--- src/rtl/seq_mult_hs_pkg.sv ---
// Shared types and helpers for the sequential shift-and-add multiplier.
// Build option SEQ_MULT_EARLY_DONE_EN is consumed by seq_mult_hs.sv.
package seq_mult_pkg;

  typedef enum logic [1:0] {
    IDLE = 2'd0,
    RUN  = 2'd1,
    DONE = 2'd2
  } state_t;

  // Step counter must hold 0..WIDTH-1; keep at least one bit for WIDTH=2.
  function automatic int cnt_w(input int w);
    return (w <= 2) ? 1 : $clog2(w);
  endfunction

endpackage

--- src/rtl/seq_mult_hs_if.sv ---
// Operand/result valid-ready bundle for seq_mult_hs.
interface seq_mult_hs_if #(parameter int WIDTH = 4);
  logic                 in_valid;
  logic                 in_ready;
  logic [WIDTH-1:0]     a;
  logic [WIDTH-1:0]     b;
  logic                 out_valid;
  logic                 out_ready;
  logic [2*WIDTH-1:0]   p;

  modport master (output in_valid, a, b, out_ready,
                  input  in_ready, out_valid, p);
  modport slave  (input  in_valid, a, b, out_ready,
                  output in_ready, out_valid, p);
endinterface

--- src/rtl/seq_mult_hs_step.sv ---
// One radix-2 shift-and-add step, purely combinational.
module mult_step
  import seq_mult_pkg::*;
#(
  parameter int WIDTH = 4
) (
  input  logic [2*WIDTH-1:0] acc,
  input  logic [2*WIDTH-1:0] mcand,
  input  logic [WIDTH-1:0]   mplier,
  output logic [2*WIDTH-1:0] acc_nxt,
  output logic [2*WIDTH-1:0] mcand_nxt,
  output logic [WIDTH-1:0]   mplier_nxt
);
  assign acc_nxt    = mplier[0] ? acc + mcand : acc;
  assign mcand_nxt  = mcand << 1;
  assign mplier_nxt = mplier >> 1;
endmodule

--- src/rtl/seq_mult_hs.sv ---
// Sequential unsigned WIDTH x WIDTH multiplier with valid/ready on both sides.
// Define SEQ_MULT_EARLY_DONE_EN to finish as soon as the remaining multiplier bits are zero.
module seq_mult_hs
  import seq_mult_pkg::*;
#(
  parameter int WIDTH = 4
) (
  input  logic          clk,
  input  logic          rst_n,
  seq_mult_hs_if.slave  bus
);
  localparam int CNT_W = cnt_w(WIDTH);
  localparam int PW    = 2 * WIDTH;

  state_t             state;
  logic [PW-1:0]      acc, mcand, p_q;
  logic [WIDTH-1:0]   mplier;
  logic [CNT_W-1:0]   count;
  logic               out_valid_q;

  logic [PW-1:0]      acc_nxt, mcand_nxt;
  logic [WIDTH-1:0]   mplier_nxt;
  logic               last_step;

  mult_step #(.WIDTH(WIDTH)) u_step (
    .acc        (acc),
    .mcand      (mcand),
    .mplier     (mplier),
    .acc_nxt    (acc_nxt),
    .mcand_nxt  (mcand_nxt),
    .mplier_nxt (mplier_nxt)
  );

`ifdef SEQ_MULT_EARLY_DONE_EN
  // Once no multiplier bits remain, further steps cannot change acc.
  assign last_step = (mplier_nxt == '0) || (count == CNT_W'(WIDTH - 1));
`else
  assign last_step = (count == CNT_W'(WIDTH - 1));
`endif

  assign bus.in_ready  = (state == IDLE);
  assign bus.out_valid = out_valid_q;
  assign bus.p         = p_q;

  always_ff @(posedge clk) begin
    if (!rst_n) begin
      state       <= IDLE;
      acc         <= '0;
      mcand       <= '0;
      mplier      <= '0;
      count       <= '0;
      p_q         <= '0;
      out_valid_q <= 1'b0;
    end else begin
      case (state)
        IDLE: begin
          if (bus.in_valid) begin
            mcand  <= {{WIDTH{1'b0}}, bus.a};
            mplier <= bus.b;
            acc    <= '0;
            count  <= '0;
            state  <= RUN;
          end
        end
        RUN: begin
          acc    <= acc_nxt;
          mcand  <= mcand_nxt;
          mplier <= mplier_nxt;
          count  <= count + 1'b1;
          if (last_step) begin
            p_q         <= acc_nxt;
            out_valid_q <= 1'b1;
            state       <= DONE;
          end
        end
        DONE: begin
          // p_q is deliberately left alone so the last product stays readable.
          if (bus.out_ready) begin
            out_valid_q <= 1'b0;
            state       <= IDLE;
          end
        end
        default: begin
          out_valid_q <= 1'b0;
          state       <= IDLE;
        end
      endcase
    end
  end
endmodule

--- src/flat_wrapper.sv ---
// flat-port wrapper written by rule: the top's interface ports become plain ports
module seq_mult_hs_flat import seq_mult_pkg::*;
#(
  parameter int WIDTH = 4
)
  (clk, rst_n, bus_in_valid, bus_a, bus_b, bus_out_ready, bus_in_ready, bus_out_valid, bus_p);
  seq_mult_hs_if #(.WIDTH(WIDTH)) bus_i ();
  input  logic clk;
  input  logic rst_n;
  input wire logic [$bits(bus_i.in_valid)-1:0] bus_in_valid;
  input wire logic [$bits(bus_i.a)-1:0] bus_a;
  input wire logic [$bits(bus_i.b)-1:0] bus_b;
  input wire logic [$bits(bus_i.out_ready)-1:0] bus_out_ready;
  output wire logic [$bits(bus_i.in_ready)-1:0] bus_in_ready;
  output wire logic [$bits(bus_i.out_valid)-1:0] bus_out_valid;
  output wire logic [$bits(bus_i.p)-1:0] bus_p;
  assign bus_i.in_valid = bus_in_valid;
  assign bus_i.a = bus_a;
  assign bus_i.b = bus_b;
  assign bus_i.out_ready = bus_out_ready;
  assign bus_in_ready = bus_i.in_ready;
  assign bus_out_valid = bus_i.out_valid;
  assign bus_p = bus_i.p;
  seq_mult_hs #(.WIDTH(WIDTH)) u_core (.clk(clk), .rst_n(rst_n), .bus(bus_i));
endmodule
--- config.mk ---
export PLATFORM = sky130hd
export DESIGN_NAME = seq_mult_hs_flat
export DESIGN_NICKNAME = d
export VERILOG_FILES = /design/src/rtl/seq_mult_hs_pkg.sv /design/src/rtl/seq_mult_hs_if.sv /design/src/rtl/seq_mult_hs_step.sv /design/src/rtl/seq_mult_hs.sv /design/src/flat_wrapper.sv
export SDC_FILE = /design/constraint.sdc
export NUM_CORES = 1
export LEC_CHECK = 0
export CAP_MARGIN = 0
export CORE_MARGIN = 3
export CORE_UTILIZATION = 45
export CTS_CLUSTER_DIAMETER = 40
export DETAILED_ROUTE_END_ITERATION = 8
export GPL_TIMING_DRIVEN = 0
export PLACE_DENSITY = 0.69
export RECOVER_POWER = 50
export SLEW_MARGIN = 0
export SYNTH_ARGS = -nofsm -noshare
export SYNTH_HDL_FRONTEND = slang
export SYNTH_SLANG_ARGS = --single-unit
--- constraint.sdc ---
create_clock -name clk -period 4.6 [get_ports clk]
set_clock_uncertainty 0.05 [all_clocks]
set_input_delay 0.46 -clock clk [delete_from_list [all_inputs] [get_ports clk]]
set_output_delay 0.46 -clock clk [all_outputs]
set_load 0.005 [all_outputs]
==> impl_metrics.csv, run 1 <==
group,metric,value,unit
hold_path,hp-class,"flop to flop",
routing,drc_errors,0,
synth,seq_area_frac_synth,0.373,
sta,finalSetupTns,0,ns
sta,relSlewSlack,0.590,
routing,drt-wirelength-per-cell,15.8,µm
floorplan,rows,22,
clock_network,clockRootBuffer,"clkbuf_8",
routing,vias,1535,
clock_network,post_cts_resize_count,0,
synth,synth_area,1770,µm²
setup_path,path_cells,"clkbuf_1, nor2_1, clkdlybuf4s50_1",
clock_network,numCtsBuffers,5,
global_route,grt_pass1_vias,1505,
clock_network,hold_buffers,0,
clock_network,path_clk_slew,0.07,ns
cells_and_area,area_growth_syn_to_layout,19.4,%
setup_path,slowest_delay,0.47,ns
cells_and_area,nets,239,
setup_path,cp.required,4.09,ns
cells_and_area,drive_gt1_frac,0.114,
synth,synth_top_area_share,0.373,
synth,ys_ff_latch,33,
clock_network,cts_tree,"done",
sta,fmax,0.452,GHz
synth,syn_nets,211,
setup_path,critPathSlowestCell,"clkdlybuf4s50_1",
place,port_buffers,21,
synth,yosys.area.top_type,"dfxtp_1",
clock_network,cts_max_path_buffers,2,
clock_network,cts_setup_buffers,0,
global_route,grt_pass1_wl,6930,µm
sta,fin_crit_sh,0.481,
power,power.density,278,nW/µm²
clock_network,worstSkewPairLatency,0.29,ns
place,gp_congestion,0.834,
routing,drt_iter0_drc,88,
sta,rsz0062_at_grt,"false",
floorplan,die_x,68.7,µm
power,p_leak,0.916,nW
cells_and_area,antennaDiodeCount,0,
setup_path,cp_max_fo,10,
global_route,grt_max_degree,11,
sta,fin_crit,2.21,ns
synth,synth_cells,190,
global_route,overflow,0,
synth,yosys-top-cells-area,"dfxtp_1 37%, ha_1 5.6%, nor2b_1 5.6%, a21oi_1 4.0%, o221a_2 3.8%",
job,cap_violations,0,
setup_path,start_kind,"flop",
floorplan,initial_core_util,0.477,
setup_path,criticalPathCategory,"flop to output pin",
global_route,grt_antenna_before_repair,0,
routing,viasPerCell,5.75,
global_route,grt_use_total,0.202,
floorplan,core,3720,µm²
run_status,status,"finished, final reports clean",
synth,yosysUniqueCellTypes,41,
routing,drt-total-wl,4230,µm
power,finalPower,588,µW
synth,yosysWarnings,0,
clock_network,h-tree-depth,2,
sta,report.final.setup_viol,0,
power,ir_drop,147,µV
floorplan,die_area,4730,µm²
floorplan,die_y,68.7,µm
sta,worst_pin_slew,0.613,ns
synth,syn_area_per_cell,9.32,µm²
setup_path,arrival,1.70,ns
clock_network,cts.sinks,33,
sta,drv_slew,0,
routing,dr.pass1.iters,4,
setup_path,endpoint_kind,"output pin",
sta,final-hold-violation-count,0,
floorplan,io_pins,22,
routing,antenna_left,0,
place,dp_hpwl,3070,µm
## cell usage in the layout, fill, tap and decap left out, types with 3 or more instances in the layout
cell type         n
a21o_1            3
a21oi_1          14
a22o_1            5
a22oi_1           5
a32oi_1           4
and2_1            4
buf_2             4
clkbuf_1          9
clkbuf_8          5
clkdlybuf4s50_1  11
dfxtp_1          33
dlygate4sd3_1    10
ha_1              8
inv_1             4
mux2_2            3
mux2i_1           4
nand2_1          10
nand2b_1          4
nor2_1            9
nor2b_1          16
nor3b_1           3
o211a_1           5
o211ai_1          3
o21ai_0           7
o221a_2           6
xnor2_1           3
xor2_1            3
## worst max-delay path: cells and delay by family (launching register included)
family        cells  cell delay, ns
buf+inv           2            0.86
flops             1            0.41
simple gates      1            0.14
## power by group
| part | internal, mW | switching, mW |
|---|---|---|
| clock network | 0.105 | 0.104 |
| logic | 0.0370 | 0.0401 |
| registers | 0.295 | 0.00800 |
## through the flow
step	hold slack, ns	worst slack (ns)	instance area [µm²]	utilization	cells
2_1_floorplan	0.410	2.67	1770	-	190
3_3_place_gp	0.437	2.36	2040	0.549	259
3_5_place_dp	0.444	2.35	2040	0.549	259
4_1_cts	0.461	2.37	2120	0.572	267
5_1_grt	0.485	2.25	2110	0.569	267
6_report	0.454	2.39	2110	0.569	267
## cell families after synthesis
logic type                 share of synthesized area
xor gates and xnor gates                      0.0297
and+or+nand+nor                                0.172
DFF                                            0.373
adders and majority gates                     0.0678
buffers and inverters                         0.0445
AOI/OAI and AO/OA                              0.272
muxes                                         0.0417
## Yosys cell counts
cell and n:
nor2_1 9, nor2b_1 16, nand3b_1 2, xor2_1 3, a22o_1 5, nand3_1 1
xnor2_1 3, a32oi_1 4, nand2b_2 1, o221a_2 6, mux2_2 3, a21o_1 3
ha_1 8, o21bai_2 1, and3b_1 1, buf_2 6, dfxtp_1 33, o21ba_2 1
a221oi_2 1, a21oi_1 14, a41o_1 1, o2bb2ai_1 1, fa_1 1, nor3_1 2
nand2_1 10, a22oi_1 5, nand2b_1 4, o211ai_1 3, inv_1 4, buf_4 2
nor3b_1 3, o21ai_1 2, clkbuf_1 5, o211a_1 5, a31oi_1 2, a21boi_1 1
and3_1 2, mux2i_1 4, and2_1 4, a211oi_2 1, o21ai_0 7
## cell type report
class                           count  area (µm²)
Inverter                            4        15.0
Clock buffer                        6        72.6
Timing Repair Buffer               21         210
Sequential cell                    33         661
Clock inverter                      2        10.0
Fill cell                         347        1600
Buffer                             13        57.6
Tap cell                           48        60.1
Multi-Input combinational cell    140        1030
## final timing paths
kind | from | to | slack [ns] | depth (start not counted)
max | u_core.state[1] | bus_in_ready | 2.39 | 3
min | u_core.bus.p[1] | u_core.bus.p[1] | 0.45 | 1
min reg2reg | u_core.bus.p[1] | u_core.bus.p[1] | 0.45 | 1
max reg2reg | u_core.mcand[0] | u_core.bus.p[4] | 2.52 | 6
## flip-flops by register name, indices dropped and copies added, names as in the netlist
register	count
u_core.acc	8
u_core.bus.p	8
u_core.mcand	8
u_core.mplier	4
u_core.count	2
u_core.state	2
u_core.bus.out_valid	1
## layer usage
| layer | global-route usage | part of all wire | vias up |
|---|---|---|---|
| met5 | 0 | 0 | - |
| met4 | 0.0998 | 0.029 | 0 |
| li1 | - | - | 753 |
| met1 | 0.245 | 0.44 | 729 |
| met3 | 0.0486 | 0.047 | 12 |
| met2 | 0.331 | 0.48 | 41 |
No activity file was read; power rests on OpenSTA's default activity.
==> run 2, diff against run 1 <==
--- a/config.mk
+++ b/config.mk
@@ -11,7 +11,7 @@
 export CTS_CLUSTER_DIAMETER = 40
 export DETAILED_ROUTE_END_ITERATION = 8
 export GPL_TIMING_DRIVEN = 0
-export PLACE_DENSITY = 0.69
+export PLACE_DENSITY = 0.71
 export RECOVER_POWER = 50
 export SLEW_MARGIN = 0
 export SYNTH_ARGS = -nofsm -noshare
==> constraint.sdc (replaced) <==
create_clock -name clk -period 1.91 [get_ports clk]
set_clock_uncertainty 0.05 [all_clocks]
set_input_delay 0.191 -clock clk [delete_from_list [all_inputs] [get_ports clk]]
set_output_delay 0.191 -clock clk [all_outputs]
set_load 0.005 [all_outputs]
==> run 2 against run 1 <==
  * Critical path depth rose by 3
  * Non-clock buffer count rose by 4
  * Hold slack improved by 0.0086 ns
  * Final cell count rose by 1.5%
  * First-iteration DRC count rose by 57%
  * Design area rose by 3.9%
  * Combinational power rose by 140%
  * Sequential power rose by 140%
  * Via count fell by 1.2%
  * Setup slack got worse by 2.3 ns
  * Register-to-register slack got worse by 2.5 ns
==> impl_metrics.csv, run 2 (same netlist as run 1, synthesis figures left out) <==
group,metric,value,unit
run_status,status,"finished, final reports clean",
hold_path,holdPathStages,1,
place,dp_hpwl,3060,µm
routing,antenna_left,0,
setup_path,arrival,2.00,ns
sta,report.final.setup_viol,0,
sta,fmax,0.538,GHz
floorplan,die_y,68.7,µm
hold_path,min_from,"u_core.acc[5]",
clock_network,cts.sinks,33,
clock_network,clockRootBuffer,"clkbuf_8",
job,cap_violations,0,
cells_and_area,most-common-layout-cells,"31 x dfxtp_1, 16 x nor2b_1, 13 x a21oi_1",
routing,drt_iter0_drc,138,
power,clkPwrFrac,0.396,
clock_network,worstSkewPairLatency,0.30,ns
clock_network,numCtsBuffers,5,
routing,drc_errors,0,
power,p_leak,0.949,nW
power,pwr-share-comb,0.124,
power,power.switching,392,µW
sta,drv_slew,0,
cells_and_area,area_growth_syn_to_layout,24.0,%
clock_network,path_clk_slew,0.07,ns
cells_and_area,finish.utilization,0.591,
global_route,grt_antenna_before_repair,0,
setup_path,start_kind,"flop",
power,p_sw_frac,0.258,
sta,worst_pin_slew,0.613,ns
routing,drt-wirelength-per-cell,15.9,µm
cells_and_area,nets,243,
sta,finalSetupTns,0,ns
floorplan,rows,22,
place,gp_congestion,0.860,
setup_path,cp-startpoint,"u_core.acc[0]",
clock_network,h-tree-depth,2,
power,ir_drop,316,µV
floorplan,initial_core_util,0.477,
sta,relSlewSlack,0.590,
global_route,grt_use_total,0.210,
clock_network,cts_tree,"done",
setup_path,timing.rr.end,"u_core.acc[6]",
setup_path,ff2ff_path_depth,6,
routing,drt-total-wl,4300,µm
cells_and_area,final_common_cell,"dfxtp_1",
setup_path,r2r-start,"u_core.acc[0]",
cells_and_area,antennaDiodeCount,0,
sta,fin_crit_sh,0.973,
sta,final-hold-violation-count,0,
global_route,grt_pass1_vias,1510,
setup_path,cp_max_fo,3,
cells_and_area,drive_gt1_frac,0.170,
floorplan,die_area,4730,µm²
clock_network,hold_buffers,0,
routing,dr.pass1.iters,4,
power,p_int,1.12,mW
setup_path,rrSetupSlack,0.05,ns
routing,vias,1517,
floorplan,io_pins,22,
routing,viasPerCell,5.60,
sta,fin_crit,1.86,ns
setup_path,criticalPathCategory,"flop to flop",
hold_path,worstHoldEndpoint,"u_core.acc[5]",
power,power_frac_seq,0.480,
hold_path,hp-class,"flop to flop",
global_route,grt_pass1_wl,7200,µm
clock_network,cts_max_path_buffers,2,
floorplan,core,3720,µm²
setup_path,endpoint_kind,"flop",
floorplan,die_x,68.7,µm
global_route,overflow,0,
place,port_buffers,21,
setup_path,cp.required,2.05,ns
sta,rsz0062_at_grt,"true",
power,power.density,690,nW/µm²
global_route,grt_max_degree,11,
[run 2: metal layers]
layer | GRT usage | wire length, µm | share of wire | vias up
li1 | - | - | - | 758
met1 | 0.258 | 2020 | 0.47 | 722
met2 | 0.347 | 2000 | 0.46 | 29
met3 | 0.0583 | 193 | 0.045 | 8
met4 | 0.0803 | 83 | 0.019 | 0
met5 | 0 | 0 | 0 | -
[run 2: metrics by stage]
step / total power, mW / hold WS (ns) / worst slack, ns / std cells / instance area [µm²]
4_1_cts: 1.52 / 0.462 / 0.0115 / 270 / 2190
3_3_place_gp: 0.925 / 0.435 / -0.0724 / 259 / 2050
2_1_floorplan: 0.864 / 0.331 / 0.0224 / 190 / 1780
5_1_grt: 1.57 / 0.480 / -0.0218 / 271 / 2200
6_report: 1.52 / 0.463 / 0.0508 / 271 / 2200
3_5_place_dp: 0.931 / 0.441 / -0.122 / 259 / 2050
[run 2: worst max path at each step]
stage	endpoint	depth (start not counted)
floorplan	u_core.bus.p[4]	6
global placement	u_core.bus.p[4]	6
detailed placement	u_core.bus.p[4]	6
CTS	u_core.acc[6]	6
global route	u_core.acc[6]	6
finish	u_core.acc[6]	6
[run 2: layout make-up]
type                    instances  area, µm²
flip-flops and latches         33        666
well taps                      48       60.1
multi-input cells             140       1050
fillers                       328       1520
repair buffers                 25        240
clock inverters                 1       5.00
clock buffers                   7       96.3
inverters                       4       15.0
plain buffers                  13       61.3
[run 2: critical path: stages (launching register included)]
cell      delay (ns)
dfxtp_4         0.36
ha_4            0.16
fa_2            0.34
a21o_1          0.20
a221oi_2        0.26
xnor2_1         0.14
a22o_1          0.25
[run 2: power by group through the flow]
stage	sequential, mW	clock, mW	combinational (mW)
after floorplan	0.737	0	0.127
after global placement	0.743	0	0.182
after detailed placement	0.744	0	0.187
after CTS	0.729	0.599	0.189
after global routing	0.730	0.633	0.207
final	0.728	0.601	0.188
[run 2: what timing repair did]
| action | CTS | global route |
|---|---|---|
| cloned | 0 | 0 |
| pin swaps | 7 | 6 |
| resized for setup | 6 | 4 |
| setup buffers | 3 | 1 |
| endpoints found under the setup margin | 4 | 5 |
